[src/rtl/addsub_pkg.sv]
// Shared definitions for the pipelined adder/subtractor: mode encoding,
// chunk-width helper and the operand-width divisibility check.
package addsub_pkg;

    localparam logic MODE_ADD = 1'b0;
    localparam logic MODE_SUB = 1'b1;

    // Width of one carry chunk when W bits are split across S stages.
    function automatic int chunk_width(input int w, input int s);
        return w / s;
    endfunction

    // The carry chain can only be split evenly; anything else is a build error.
    function automatic bit width_ok(input int w, input int s);
        return (s > 0) && ((w % s) == 0);
    endfunction

endpackage

[src/rtl/addsub_chunk.sv]
// One registered C-bit slice of the carry chain. The operand for subtraction
// arrives already inverted, so this slice is always a plain add.
module addsub_chunk
    import addsub_pkg::*;
#(
    parameter int C = 64
) (
    input  logic         clk,
    input  logic         rst,
    input  logic         en,
    input  logic [C-1:0] a_chunk,
    input  logic [C-1:0] b_chunk,
    input  logic         carry_in,
    output logic [C-1:0] sum_chunk,
    output logic         carry_out
);

    logic [C:0] total;

    assign total = {1'b0, a_chunk} + {1'b0, b_chunk} + {{C{1'b0}}, carry_in};

    // Register the slice result and its carry; hold while the pipe is stalled.
    always_ff @(posedge clk) begin
        if (rst) begin
            sum_chunk <= '0;
            carry_out <= 1'b0;
        end else if (en) begin
            sum_chunk <= total[C-1:0];
            carry_out <= total[C];
        end
    end

endmodule

[src/rtl/pipelined_addsub.sv]
// W-bit add/subtract with carry/borrow-in, carry chain split into S registered
// chunks. Operand chunks are skewed in so each stage sees its slice together
// with the previous stage's carry, then the result chunks are de-skewed so the
// whole word leaves aligned. Streaming valid/ready with full-pipe stall.
module pipelined_addsub
    import addsub_pkg::*;
#(
    parameter int W = 256,
    parameter int S = 4
) (
    input  logic         clk,
    input  logic         rst,
    input  logic         in_valid,
    output logic         in_ready,
    input  logic [W-1:0] a,
    input  logic [W-1:0] b,
    input  logic         cin,
    input  logic         sub,
    output logic         out_valid,
    input  logic         out_ready,
    output logic [W-1:0] sum,
    output logic         cout
);

    localparam int C = chunk_width(W, S);

    if (!width_ok(W, S)) begin : g_bad_width
        $error("pipelined_addsub: W must be a multiple of S");
    end

    logic         advance;
    logic [W-1:0] b_eff;
    logic         cin_eff;
    logic [S-1:0] vld_p;
    logic [S-1:0] mode_p;
    logic [S-1:0] carry;

    // The whole pipe moves together; stalling anywhere stalls everything.
    assign advance   = ~out_valid | out_ready;
    assign in_ready  = advance;
    assign out_valid = vld_p[S-1];

    // Subtraction is a + ~b + ~cin; the final carry is inverted into a borrow.
    always_comb begin
        b_eff   = b;
        cin_eff = cin;
        if (sub == MODE_SUB) begin
            b_eff   = ~b;
            cin_eff = ~cin;
        end
    end

    // Valid and mode travel in lockstep with the beat through all S stages.
    always_ff @(posedge clk) begin
        if (rst) begin
            vld_p  <= '0;
            mode_p <= '0;
        end else if (advance) begin
            vld_p[0]  <= in_valid;
            mode_p[0] <= sub;
            for (int i = 1; i < S; i++) begin
                vld_p[i]  <= vld_p[i-1];
                mode_p[i] <= mode_p[i-1];
            end
        end
    end

    assign cout = carry[S-1] ^ (mode_p[S-1] == MODE_SUB);

    for (genvar k = 0; k < S; k++) begin : g_stage
        logic [C-1:0] a_in;
        logic [C-1:0] b_in;
        logic         cy_in;
        logic [C-1:0] chunk_q;

        if (k == 0) begin : g_first
            assign a_in  = a[C-1:0];
            assign b_in  = b_eff[C-1:0];
            assign cy_in = cin_eff;
        end else begin : g_skew
            logic [C-1:0] a_sk [k];
            logic [C-1:0] b_sk [k];

            // Delay this chunk's operands k cycles so they meet the carry of the same beat.
            always_ff @(posedge clk) begin
                if (rst) begin
                    for (int i = 0; i < k; i++) begin
                        a_sk[i] <= '0;
                        b_sk[i] <= '0;
                    end
                end else if (advance) begin
                    a_sk[0] <= a[k*C +: C];
                    b_sk[0] <= b_eff[k*C +: C];
                    for (int i = 1; i < k; i++) begin
                        a_sk[i] <= a_sk[i-1];
                        b_sk[i] <= b_sk[i-1];
                    end
                end
            end

            assign a_in  = a_sk[k-1];
            assign b_in  = b_sk[k-1];
            assign cy_in = carry[k-1];
        end

        addsub_chunk #(.C(C)) u_chunk (
            .clk       (clk),
            .rst       (rst),
            .en        (advance),
            .a_chunk   (a_in),
            .b_chunk   (b_in),
            .carry_in  (cy_in),
            .sum_chunk (chunk_q),
            .carry_out (carry[k])
        );

        if (k == S-1) begin : g_last
            assign sum[k*C +: C] = chunk_q;
        end else begin : g_deskew
            localparam int D = S - 1 - k;
            logic [C-1:0] dsk [D];

            // Hold early result chunks until the top chunk of the same beat is done.
            always_ff @(posedge clk) begin
                if (rst) begin
                    for (int i = 0; i < D; i++) dsk[i] <= '0;
                end else if (advance) begin
                    dsk[0] <= chunk_q;
                    for (int i = 1; i < D; i++) dsk[i] <= dsk[i-1];
                end
            end

            assign sum[k*C +: C] = dsk[D-1];
        end
    end

endmodule

[config.mk]
export PLATFORM = sky130hd
export DESIGN_NAME = pipelined_addsub
export DESIGN_NICKNAME = d
export VERILOG_FILES = /design/src/rtl/addsub_pkg.sv /design/src/rtl/addsub_chunk.sv /design/src/rtl/pipelined_addsub.sv
export SDC_FILE = /design/constraint.sdc
export NUM_CORES = 2
export LEC_CHECK = 0
export CAP_MARGIN = 20
export CORE_MARGIN = 2
export CORE_UTILIZATION = 55
export DETAILED_ROUTE_END_ITERATION = 6
export HOLD_SLACK_MARGIN = 0.02
export PLACE_DENSITY = 0.84
export SETUP_SLACK_MARGIN = 0.1
export SYNTH_ARGS = -nofsm -noshare
export SYNTH_HDL_FRONTEND = slang
export SYNTH_HIERARCHICAL = 1
export SYNTH_SLANG_ARGS = --single-unit
export TNS_END_PERCENT = 5
[constraint.sdc]
create_clock -name clk -period 81.9 [get_ports clk]
set_clock_uncertainty 0.15 [all_clocks]
set_input_delay 16.38 -clock clk [delete_from_list [all_inputs] [get_ports clk]]
set_output_delay 16.38 -clock clk [all_outputs]
set_load 0.02 [all_outputs]
==> reports/results.ini <==
[outcome]
status = finished clean

[power_and_ir_drop]
p_sw_share_pct = 24.8
p_clk_share_pct = 37.7
p_leak_nw = 35.1
p_per_area_nw_per_um2 = 20.4
vdd_drop_max_mv = 0.0181
seqPwrFrac_pct = 47.7
finalPower_mw = 1.80
p_int_mw = 1.35
comb_power_share_pct = 14.6
p_switching_mw = 0.446

[clock_tree]
clk_latency_ps = 790
post_cts_buffers = 0
cts_resized = 0
cts_max_level = 4
clkTransAtPathRegs_ps = 60
cts_buffers = 149
max-clock-path-buffers = 3
cts_root_buf = clkbuf_16
clock-sinks = 1420
cts_tree = yes
cts_hold_buffers = 0

[sta]
hold_slack_ps = 300
finalHoldViolCount = 0
finalCritPeriodShare_pct = 43.0
worst_pin_slew_ps = 1230
final.setup.tns_ps = 0
rsz0062_at_grt = false
maxSlewHeadroom_pct = 17.9
max_freq_mhz = 28.4
final-setup-viol-count = 0
post-route-min-period_ps = 35240
drv_slew = 0
fin_ws_ps = 46660

[drt]
top_layer_used = met5
routedWlPerCell_um = 23.0
met3_length_um = 14500
vias_per_cell = 5.86
drt_first_pass_iters = 6
wl_met2_um = 89700
vias = 49300
met1_length_um = 80900
ant_nets = 0
drc = 0
drtIter0Drc = 4702
wl_um = 194000

[grt]
overflow = 0
grt_max_degree = 192
grt_pass1_vias = 47900
antenna_found_initial = 29
grt_pass1_wl_um = 289000
grt_util_all_layers_pct = 26.7

[flow_run]
max_cap_violations = 0

[setup_path]
crit_path_end_kind = output pin
path_class = primary input to output pin
cp.required_ps = 65370
worstSetupStartpointType = primary input
crit_path_max_fanout = 37
cp_data_arrival_time_ps = 18710

[synth]
syn_nets = 6842
ys_seq_area_share_pct = 52.4
ys_async_sr_fraction_pct = 0
synth_area_leaders = edfxtp_1 45%, nor3b_2 11%, dfxtp_1 7.0%, ha_1 4.1%, xnor2_1 3.7%
ys_seq_elements = 1420
yosys.area.top_type_share_pct = 45.4
synth-edff-count = 1152
yosysWarningCount = 6
synthCells = 6064
syn_area_um2 = 76300
synthFlopType = edfxtp_1
synth_cell_types = 115
syn-mean-instance-area_um2 = 12.6
post-synth-top-area-cell = edfxtp_1

[placement]
pre_cts_slack_ps = 46680
placed_cell_area_um2 = 83100
dp_hpwl_um = 139000
dp_cells = 8115
gp_congestion = 0.959
io_buffers = 776

[layout]
synthToLayoutAreaGrowth_pct = 15.6
fin_cells = 8405
fillCellCount = 10100
post-route-util_pct = 64.1
final_common_cell = edfxtp_1
design_area_um2 = 88200
register_area_um2 = 40000
fin_nets = 7253
multi_input_area_um2 = 32400
layout-drive-gt1-share_pct = 17.8
most-common-layout-cells = 1152 x edfxtp_1, 774 x clkdlybuf4s50_1, 650 x nor3b_2

[floorplanning]
start_util_pct = 55.5
fp.dieW_um = 376
rows = 136
ios = 777
die_area_um2 = 142000
die_h_um = 376
coreArea_um2 = 137000

[hold_path]
hold_path_class = flop to flop

[registers in the layout, summed over array words and instances (netlist names)]
| signal | cells |
|---|---|
| g_stage.g_skew.a_sk | 384 |
| g_stage.g_skew.b_sk | 384 |
| g_stage.g_deskew.dsk | 384 |
| mode_p | 4 |
| g_stage.u_chunk/sum_chunk | 256 |
| g_stage.u_chunk/carry_out | 4 |
| vld_p | 4 |
[cell type report]
class / instances / share of cell area, %
Multi-Input combinational cell: 4001 / 36.7
Clock inverter: 60 / 0.663
Tap cell: 1794 / 2.55
Inverter: 75 / 0.328
Timing Repair Buffer: 828 / 9.46
Antenna cell: 8 / 0.0227
Clock buffer: 219 / 4.94
Sequential cell: 1420 / 45.3
[worst paths after layout]
path                                                 startpoint                                       endpoint  slack [ps]  cells after the start
setup / recovery                                      out_ready                                       in_ready       46660                      4
hold / removal    g_stage[1].u_chunk/sum_chunk[52]$_SDFFE_PP0P_  g_stage[1].u_chunk/sum_chunk[52]$_SDFFE_PP0P_         300                      2
setup reg to reg                          vld_p[3]$_SDFFE_PP0P_   g_stage[3].g_skew.a_sk[0][114]$_SDFFCE_PN0P_       76430                      7
hold reg to reg   g_stage[1].u_chunk/sum_chunk[52]$_SDFFE_PP0P_  g_stage[1].u_chunk/sum_chunk[52]$_SDFFE_PP0P_         300                      2
[per-layer routing]
metal  vias to the layer above  track usage, %
li1                      23100               -
met1                     24000            35.7
met4                        46            10.7
met2                      1768            42.0
met5                         -               0
met3                       382            6.14
[power groups by stage]
stage,registers [mW],logic [mW],clock network (mW)
global placement,0.869,0.255,0
CTS,0.857,0.261,0.690
floorplan,0.869,0.176,0
detailed placement,0.871,0.259,0
global route,0.861,0.283,0.715
finish,0.857,0.262,0.678
[worst max-delay path, stage by stage]
cell and delay [ps]:
clkdlybuf4s50_1 550, nor2b_4 770, inv_8 250, clkdlybuf4s50_1 650
[synth_stat cells (9+ instances only)]
library cell and count:
a211oi_1 51, nor3_1 77, a21oi_1 310, nand3_1 40, a31oi_1 22, o21bai_1 56, nand4_1 76, buf_2 146
nor2b_1 20, a22o_1 15, buf_1 16, a21o_1 128, nand2b_1 33, o21a_1 36, inv_1 74, nand2_1 255
and2_1 9, clkbuf_1 145, xnor2_1 323, buf_4 158, or3_1 9, o21ai_0 175, o211ai_1 23, nor3_2 150
buf_6 93, o22ai_1 12, and3_1 12, o21ai_1 30, xor2_1 158, nor3b_1 324, o31ai_1 13, edfxtp_1 1152
ha_1 252, mux2i_1 147, dfxtp_1 268, nor3b_2 650, or2_2 10, nor2_1 381
[cell families after synthesis]
| kind of cell | share of synthesized area [%] |
|---|---|
| mux | 1.93 |
| compound gates | 8.82 |
| flops | 52.4 |
| buf+inv | 5.17 |
| simple gates | 21.8 |
| xor+xnor | 5.52 |
| fa+ha+maj | 4.34 |
No activity file was read; power rests on OpenSTA's default activity.
